[config.mk]
export PLATFORM = sky130hd
export DESIGN_NAME = deserializer_framed
export DESIGN_NICKNAME = d
export VERILOG_FILES = /design/src/rtl/deser_pkg.sv /design/src/rtl/deser_out_reg.sv /design/src/rtl/deserializer_framed.sv
export SDC_FILE = /design/constraint.sdc
export NUM_CORES = 1
export LEC_CHECK = 0
export CAP_MARGIN = 30
export CORE_MARGIN = 3
export CORE_UTILIZATION = 25
export CTS_CLUSTER_SIZE = 16
export DETAILED_ROUTE_END_ITERATION = 8
export GPL_TIMING_DRIVEN = 0
export PLACE_DENSITY = 0.45
export SKIP_LAST_GASP = 1
export SYNTH_ARGS = -nofsm -noshare
export SYNTH_HDL_FRONTEND = slang
export SYNTH_SLANG_ARGS = --single-unit
[constraint.sdc]
create_clock -name clock_in -period 2.65 [get_ports clock_in]
set_clock_uncertainty 0.1 [all_clocks]
set_input_delay 0.53 -clock clock_in [delete_from_list [all_inputs] [get_ports clock_in]]
set_output_delay 0.53 -clock clock_in [all_outputs]
set_load 0.05 [all_outputs]
[src/rtl/deser_pkg.sv]
// Shared types and helpers for the framed deserializer.
package deser_pkg;

  // Frame FSM states.
  typedef enum logic [1:0] {
    IDLE   = 2'd0,
    SHIFT  = 2'd1,
    PARITY = 2'd2
  } deser_state_t;

  // Widest word the parity helper accepts; narrower words are zero-extended.
  localparam int PARITY_MAX_W = 64;

  // Expected parity bit for a word: XOR of all data bits, inverted for odd parity.
  function automatic logic calc_parity(input logic [PARITY_MAX_W-1:0] data, input logic odd);
    return (^data) ^ odd;
  endfunction

endpackage

[src/rtl/deser_out_reg.sv]
// Output holding register: one word with valid/ready, parity flag and overrun pulse.
// Handshake: a word transfers on any clock edge where valid_o and ready_i are both
// high; while valid_o is high and ready_i low, data_o and perr_o hold steady.
module deser_out_reg #(
  parameter int W = 8
) (
  input  logic         clk_i,
  input  logic         rst_i,
  input  logic         load_i,
  input  logic [W-1:0] word_i,
  input  logic         perr_i,
  input  logic         ready_i,
  output logic [W-1:0] data_o,
  output logic         valid_o,
  output logic         perr_o,
  output logic         overrun_o
);

  logic [W-1:0] data_q, data_d;
  logic         valid_q, valid_d;
  logic         perr_q, perr_d;
  logic         ovr_q, ovr_d;
  logic         can_load;

  // Decide whether a completed word loads, is dropped, or the register just drains.
  always_comb begin
    can_load = !valid_q || ready_i;
    data_d   = data_q;
    perr_d   = perr_q;
    valid_d  = valid_q;
    ovr_d    = 1'b0;
    if (load_i && can_load) begin
      data_d  = word_i;
      perr_d  = perr_i;
      valid_d = 1'b1;
    end else begin
      if (valid_q && ready_i) begin
        valid_d = 1'b0;
      end
      if (load_i) begin
        ovr_d = 1'b1;
      end
    end
  end

  // Holding register state; reset discards any pending word.
  always_ff @(posedge clk_i or posedge rst_i) begin
    if (rst_i) begin
      data_q  <= '0;
      valid_q <= 1'b0;
      perr_q  <= 1'b0;
      ovr_q   <= 1'b0;
    end else begin
      data_q  <= data_d;
      valid_q <= valid_d;
      perr_q  <= perr_d;
      ovr_q   <= ovr_d;
    end
  end

  assign data_o    = data_q;
  assign valid_o   = valid_q;
  assign perr_o    = perr_q;
  assign overrun_o = ovr_q;

endmodule

[src/rtl/deserializer_framed.sv]
// Framed serial-to-parallel converter with optional parity and a valid/ready output.
module deserializer_framed
  import deser_pkg::*;
#(
  parameter int DATA_WIDTH = 8,
  parameter int LSB_FIRST  = 0,
  parameter int PARITY_EN  = 0,
  parameter int PARITY_ODD = 0
) (
  input  logic                  clock_in,
  input  logic                  reset,
  input  logic                  serial_in,
  input  logic                  serial_valid,
  input  logic                  frame_start,
  output logic [DATA_WIDTH-1:0] data_out,
  output logic                  data_valid,
  input  logic                  data_ready,
  output logic                  parity_err,
  output logic                  overrun,
  output logic                  busy,
  output deser_state_t          dbg_state
);

  localparam int CW = $clog2(DATA_WIDTH + 1);
  localparam logic [CW-1:0] LAST_IDX = CW'(DATA_WIDTH - 1);
  localparam logic [CW-1:0] ONE      = CW'(1);

  deser_state_t          state_q, state_d;
  logic [DATA_WIDTH-1:0] shreg_q, shreg_d;
  logic [CW-1:0]         bit_cnt_q, bit_cnt_d;
  logic                  busy_q;
  logic [DATA_WIDTH-1:0] first_word, shifted, word;
  logic                  word_done, word_perr;

  // Placement of a frame's first bit and the per-bit shift, by bit order.
  always_comb begin
    if (LSB_FIRST != 0) begin
      first_word = {serial_in, {(DATA_WIDTH-1){1'b0}}};
      shifted    = {serial_in, shreg_q[DATA_WIDTH-1:1]};
    end else begin
      first_word = {{(DATA_WIDTH-1){1'b0}}, serial_in};
      shifted    = {shreg_q[DATA_WIDTH-2:0], serial_in};
    end
  end

  // Frame FSM next state; frame_start always restarts the frame (resync).
  always_comb begin
    state_d   = state_q;
    shreg_d   = shreg_q;
    bit_cnt_d = bit_cnt_q;
    word_done = 1'b0;
    word      = shreg_q;
    word_perr = 1'b0;
    if (serial_valid) begin
      if (frame_start) begin
        state_d   = SHIFT;
        shreg_d   = first_word;
        bit_cnt_d = ONE;
      end else begin
        case (state_q)
          IDLE: begin
            state_d = IDLE;
          end
          SHIFT: begin
            shreg_d = shifted;
            if (bit_cnt_q == LAST_IDX) begin
              if (PARITY_EN != 0) begin
                state_d   = PARITY;
                bit_cnt_d = bit_cnt_q + ONE;
              end else begin
                state_d   = IDLE;
                bit_cnt_d = '0;
                word_done = 1'b1;
                word      = shifted;
              end
            end else begin
              bit_cnt_d = bit_cnt_q + ONE;
            end
          end
          PARITY: begin
            state_d   = IDLE;
            bit_cnt_d = '0;
            word_done = 1'b1;
            word      = shreg_q;
            word_perr = serial_in != calc_parity(PARITY_MAX_W'(shreg_q), PARITY_ODD != 0);
          end
          default: begin
            state_d   = IDLE;
            bit_cnt_d = '0;
          end
        endcase
      end
    end
  end

  // FSM, shift register, bit counter and registered busy flag.
  always_ff @(posedge clock_in or posedge reset) begin
    if (reset) begin
      state_q   <= IDLE;
      shreg_q   <= '0;
      bit_cnt_q <= '0;
      busy_q    <= 1'b0;
    end else begin
      state_q   <= state_d;
      shreg_q   <= shreg_d;
      bit_cnt_q <= bit_cnt_d;
      busy_q    <= (state_d != IDLE);
    end
  end

  deser_out_reg #(.W(DATA_WIDTH)) u_out_reg (
    .clk_i     (clock_in),
    .rst_i     (reset),
    .load_i    (word_done),
    .word_i    (word),
    .perr_i    (word_perr),
    .ready_i   (data_ready),
    .data_o    (data_out),
    .valid_o   (data_valid),
    .perr_o    (parity_err),
    .overrun_o (overrun)
  );

  assign busy      = busy_q;
  assign dbg_state = state_q;

endmodule

==> Word level (Yosys, flattened, before mapping) <==
Cells that the tools add are included.
{ "totals": {"register_bits": 26, "inputBits": 6, "output_inout_bits": 14} }
{ "classes": {"addsub": 1, "n_eq_ne": 5, "n_mux": 24, "n_reduce_logical": 11} }
{ "ops": {"columns": ["op", "n"], "rows": [
  ["$reduce_xor 64->1", 1],
  ["$mux 8", 6],
  ["$mux 1", 10],
  ["$mux 2", 4],
  ["$mux 4", 2],
  ["$pmux 4 s2", 1],
  ["$reduce_bool 2->1", 3],
  ["$add 4x1->4 const B", 1],
  ["$eq 4x3->1 const B", 1],
  ["$reduce_and 2->1", 2],
  ["$eq 2x1->1 const B", 1],
  ["$eq 2x2->1 const B", 1],
  ["$logic_and 1x1->1", 2],
  ["$logic_not 2->1", 1],
  ["$ne 2x2->1 const B", 1],
  ["$pmux 1 s2", 1],
  ["$logic_not 1->1", 1],
  ["$logic_or 1x1->1", 1],
  ["$ne 1x1->1", 1]
]} }

==> Logic depth before layout (Yosys ltp) <==
{ "depth": {"ltp_word": 7, "depth_mapped": 9, "ltp_nobuf": 6} }

==> Modules after synthesis <==
A second synthesis with hierarchy kept.
{ "hier_totals": {"hier_cells": 110, "area_unflattened_um2": 1351.3} }
{ "by_module_without_submodules": {"columns": ["module", "instances", "cells_per_inst", "area_each_um2", "seq_area_each_um2"], "rows": [
  ["deserializer_framed", 1, 84, 934.6, 375.4],
  ["deser_out_reg", 1, 26, 416.6, 275.3]
]} }

==> Worst setup path before layout <==
Ideal clock, no wire load.
{ "synth_path": {"path_type": "register to register", "startpoint": "reg state_q[1] (netlist: dbg_state[1])", "endpoint": "reg u_out_reg.perr_q (netlist: u_out_reg.perr_o)", "t_arrival_ns": 1.972, "required_time_ns": 2.446, "path_slack_ns": 0.475, "path_stages_with_launch": 9, "n_path_buf": 2, "cell_sequence": "dfrtp_1 inv_1 ha_1 buf_2 and4b_4 o2111ai_4 buf_2 nand2_1 o41ai_2"} }
{ "synth_via": {"elab_chain_cells": 5} }
{ "synth_lines": {"columns": ["item", "line_no", "source"], "rows": [
  ["start: declaration", "deserializer_framed.sv:28", "deser_state_t state_q, state_d;"],
  ["start signal: assignment", "deserializer_framed.sv:104", "state_q <= state_d;"],
  ["$eq 2x2->1 or $eq 2x1->1 (tied branches)", "deserializer_framed.sv:60", "case (state_q)"],
  ["$pmux 1 s2", "deserializer_framed.sv:60", null],
  ["$mux 1", "deserializer_framed.sv:55", "if (frame_start) begin"],
  ["$mux 1", "deserializer_framed.sv:54", "if (serial_valid) begin"],
  ["$logic_and 1x1->1", "deser_out_reg.sv:32", "if (load_i && can_load) begin"],
  ["end signal: assignment", "deser_out_reg.sv:56", "perr_q <= perr_d;"],
  ["end: declaration", "deser_out_reg.sv:21", "logic perr_q, perr_d;"]
]} }
Parallel ways exist; a longest one is shown, timed or not.
A chain may end at the register's enable or synchronous reset.

==> Worst setup path in the final report <==
{ "layout_path": {"startpoint": "reg state_q[0] (netlist: dbg_state[0])", "endpoint": "out dbg_state[0]"} }
{ "layout_lines": {"columns": ["item", "line_no", "source"], "rows": [
  ["end: declaration", "deserializer_framed.sv:21", "output deser_state_t dbg_state"]
]} }
No word-level cell between the ends.

==> flow_summary.ini <==
[outcome]
status = completed

[global_route]
grt_pass1_vias = 954
grt_pass1_wl_um = 4780
grtUsageTotal_pct = 9.61
grt_start_max_net_pins = 17
antenna_found_initial = 0
grt_overflow = 0

[detailed_routing]
ant_nets = 0
routedWlPerCell_um = 12.9
drc = 0
dr.pass1.iters = 4
first_iter_violations = 38
wl_um = 2740
viasPerCell = 4.40
vias = 938

[setup_path]
cp_slowest_stage_delay_ns = 0.82
path_max_fanout = 4
required_ns = 2.02
end_kind = output port
critical_path.startpoint_type = register
path_cells = clkdlybuf4s50_1
worstSetupPathType = register to output port
crit_family = buffers and inverters
crit_arrival_ns = 1.50
cp_slowest_cell = clkdlybuf4s50_1
crit_buf_inv = 1

[placement]
place_ws_ns = 0.334
place_congestion = 0.850
dp_hpwl_um = 2090
place_area_um2 = 1660
io_buffers = 18

[floorplan]
die_x_um = 79.8
io_pins = 20
core_um2 = 5200
rows = 26
start_util_pct = 26.2
die_y_um = 79.8
dieArea_um2 = 6370

[flow_run]
cap_violations = 0

[finish]
antenna_cells = 0
final_nets = 154
layout-drive-gt1-share_pct = 12.6
syn2layout_area_growth_pct = 26.9
num-fill-cells = 544
final_area_um2 = 1730

[yosys]
synthTopCellsByArea = dfrtp_1 (48%), mux2i_1 (5.9%), a22o_1 (5.8%)
yosysTopAreaCell = dfrtp_1
synth_cells = 120
synth.yosys.seq_area_share_pct = 47.8
synth_xor_area_share_pct = 5.60
async_reset_ff_share_pct = 100
synth_top_family_by_area = compound AO/OA/AOI/OAI gates
synth_top_flop_cell = dfrtp_1
synth_nets = 130
synth-seq-cells = 26
synth_compound_area_share_pct = 18.3
synth.most_common_cell = dfrtp_1
muxShareOfSynthArea_pct = 6.70
syn-cell-area_um2 = 1360
synthAdderAreaFrac_pct = 3.67
avgSynthCellArea_um2 = 11.4
synth.top_cell.area_share_pct = 47.8
synthTopCellsByCount = dfrtp_1 (26), nand2_1 (14), a22o_1 (9), o21ai_1 (9)
synth_edf_count = 0
yosysWarnings = 0
synth_cell_type_count = 37
synth-simple-area-share_pct = 12.6

[cts]
clk_latency_ns = 0.27
cts-root-buf = clkbuf_8
cts_max_path_buffers = 2
cts-buffers-inserted = 3
tritoncts = built
cts_setup_buffers = 0
holdBufCountCts = 0
htreeDepth = 1
clkTransAtPathRegs_ns = 0.09
cts_resized = 0
cts_sinks = 26

[timing]
timing.slew.headroom_pct = 64.7
worst_pin_slew_ns = 0.526
min_period_over_period_pct = 80.3
finalSetupTns_ns = 0
hold_ws_ns = 0.388
slew_viol_final = 0
max_freq_ghz = 0.470
fin_crit_ns = 2.13
fin_ws_ns = 0.522
setup_viol = 0
rsz0062_at_grt = false
finalHoldViolations = 0

[hold_path]
hp-class = primary input to register

[power]
ir_drop_uv = 651
leakagePower_nw = 0.733
cellPowerDensity_nw_per_um2 = 634
power_mw = 1.10
==> routing by layer <==
layer	wire length (um)	vias to the layer above	part of all wire [%]	GRT usage, %
li1	-	475	-	-
met1	1370	444	50	13.5
met2	1260	17	46	14.7
met3	89	2	3.2	2.37
met4	23	0	0.84	2.53
met5	0	-	0	0
==> state kept, by name (all words and copies together) (netlist names) <==
signal               cells
u_out_reg.overrun_o      1
u_out_reg.perr_o         1
u_out_reg.data_o         8
bit_cnt_q                4
dbg_state                2
shreg_q                  8
u_out_reg.valid_o        1
busy                     1
==> per-stage QoR <==
stage	instances	util, %
2_1_floorplan	120	-
3_5_place_dp	209	31.9
6_report	213	33.2
5_1_grt	213	33.2
3_3_place_gp	208	31.3
4_1_cts	213	33.2
==> cell families after synthesis <==
group           after synthesis
compound gates               32
xor+xnor                      7
fa+ha+maj                     4
buf+inv                      14
flops                        26
mux                           9
simple gates                 28
==> power breakdown <==
part	internal [mW]	leakage, nW	switching (mW)
clock network	0.202	0.0357	0.129
logic	0.127	0.348	0.159
registers	0.434	0.350	0.0446
total	0.763	0.733	0.333
==> worst paths after layout <==
check	start	cells after the start	endpoint	slack, ns
setup / recovery	dbg_state[0]	1	dbg_state[0]	0.52
hold / removal	frame_start	2	u_out_reg.perr_o	0.39
setup reg to reg	dbg_state[1]	9	u_out_reg.data_o[7]	0.66
hold reg to reg	u_out_reg.data_o[3]	2	u_out_reg.data_o[3]	0.39
max in group asynchronous	reset	3	bit_cnt_q[1]	1.51
min in group asynchronous	reset	2	u_out_reg.data_o[1]	0.49
==> area by class of cell <==
type	count	area, um^2	share of cell area (%)
multi-input combinational	80	638	36.9
timing repair buffer	19	208	12.0
clock buffer	3	41.3	2.39
sequential	26	651	37.6
clock inverter	1	30.0	1.74
inverter	8	30.0	1.74
tap	70	87.6	5.07
buffer	6	43.8	2.53
==> placed cells by master, fill, tap and decap left out, types with 2 or more instances in the layout <==
cell type and n:
nand2b_1 2, buf_2 2, buf_6 2, dfrtp_1 26, clkbuf_8 3, ha_1 4
nand3_1 3, o21ai_0 3, nand2_1 14, mux2i_1 8, inv_1 8, a22o_1 9
xnor2_1 6, clkdlybuf4s50_1 18, o21ai_1 9
Power figures use the tool's default switching activity.
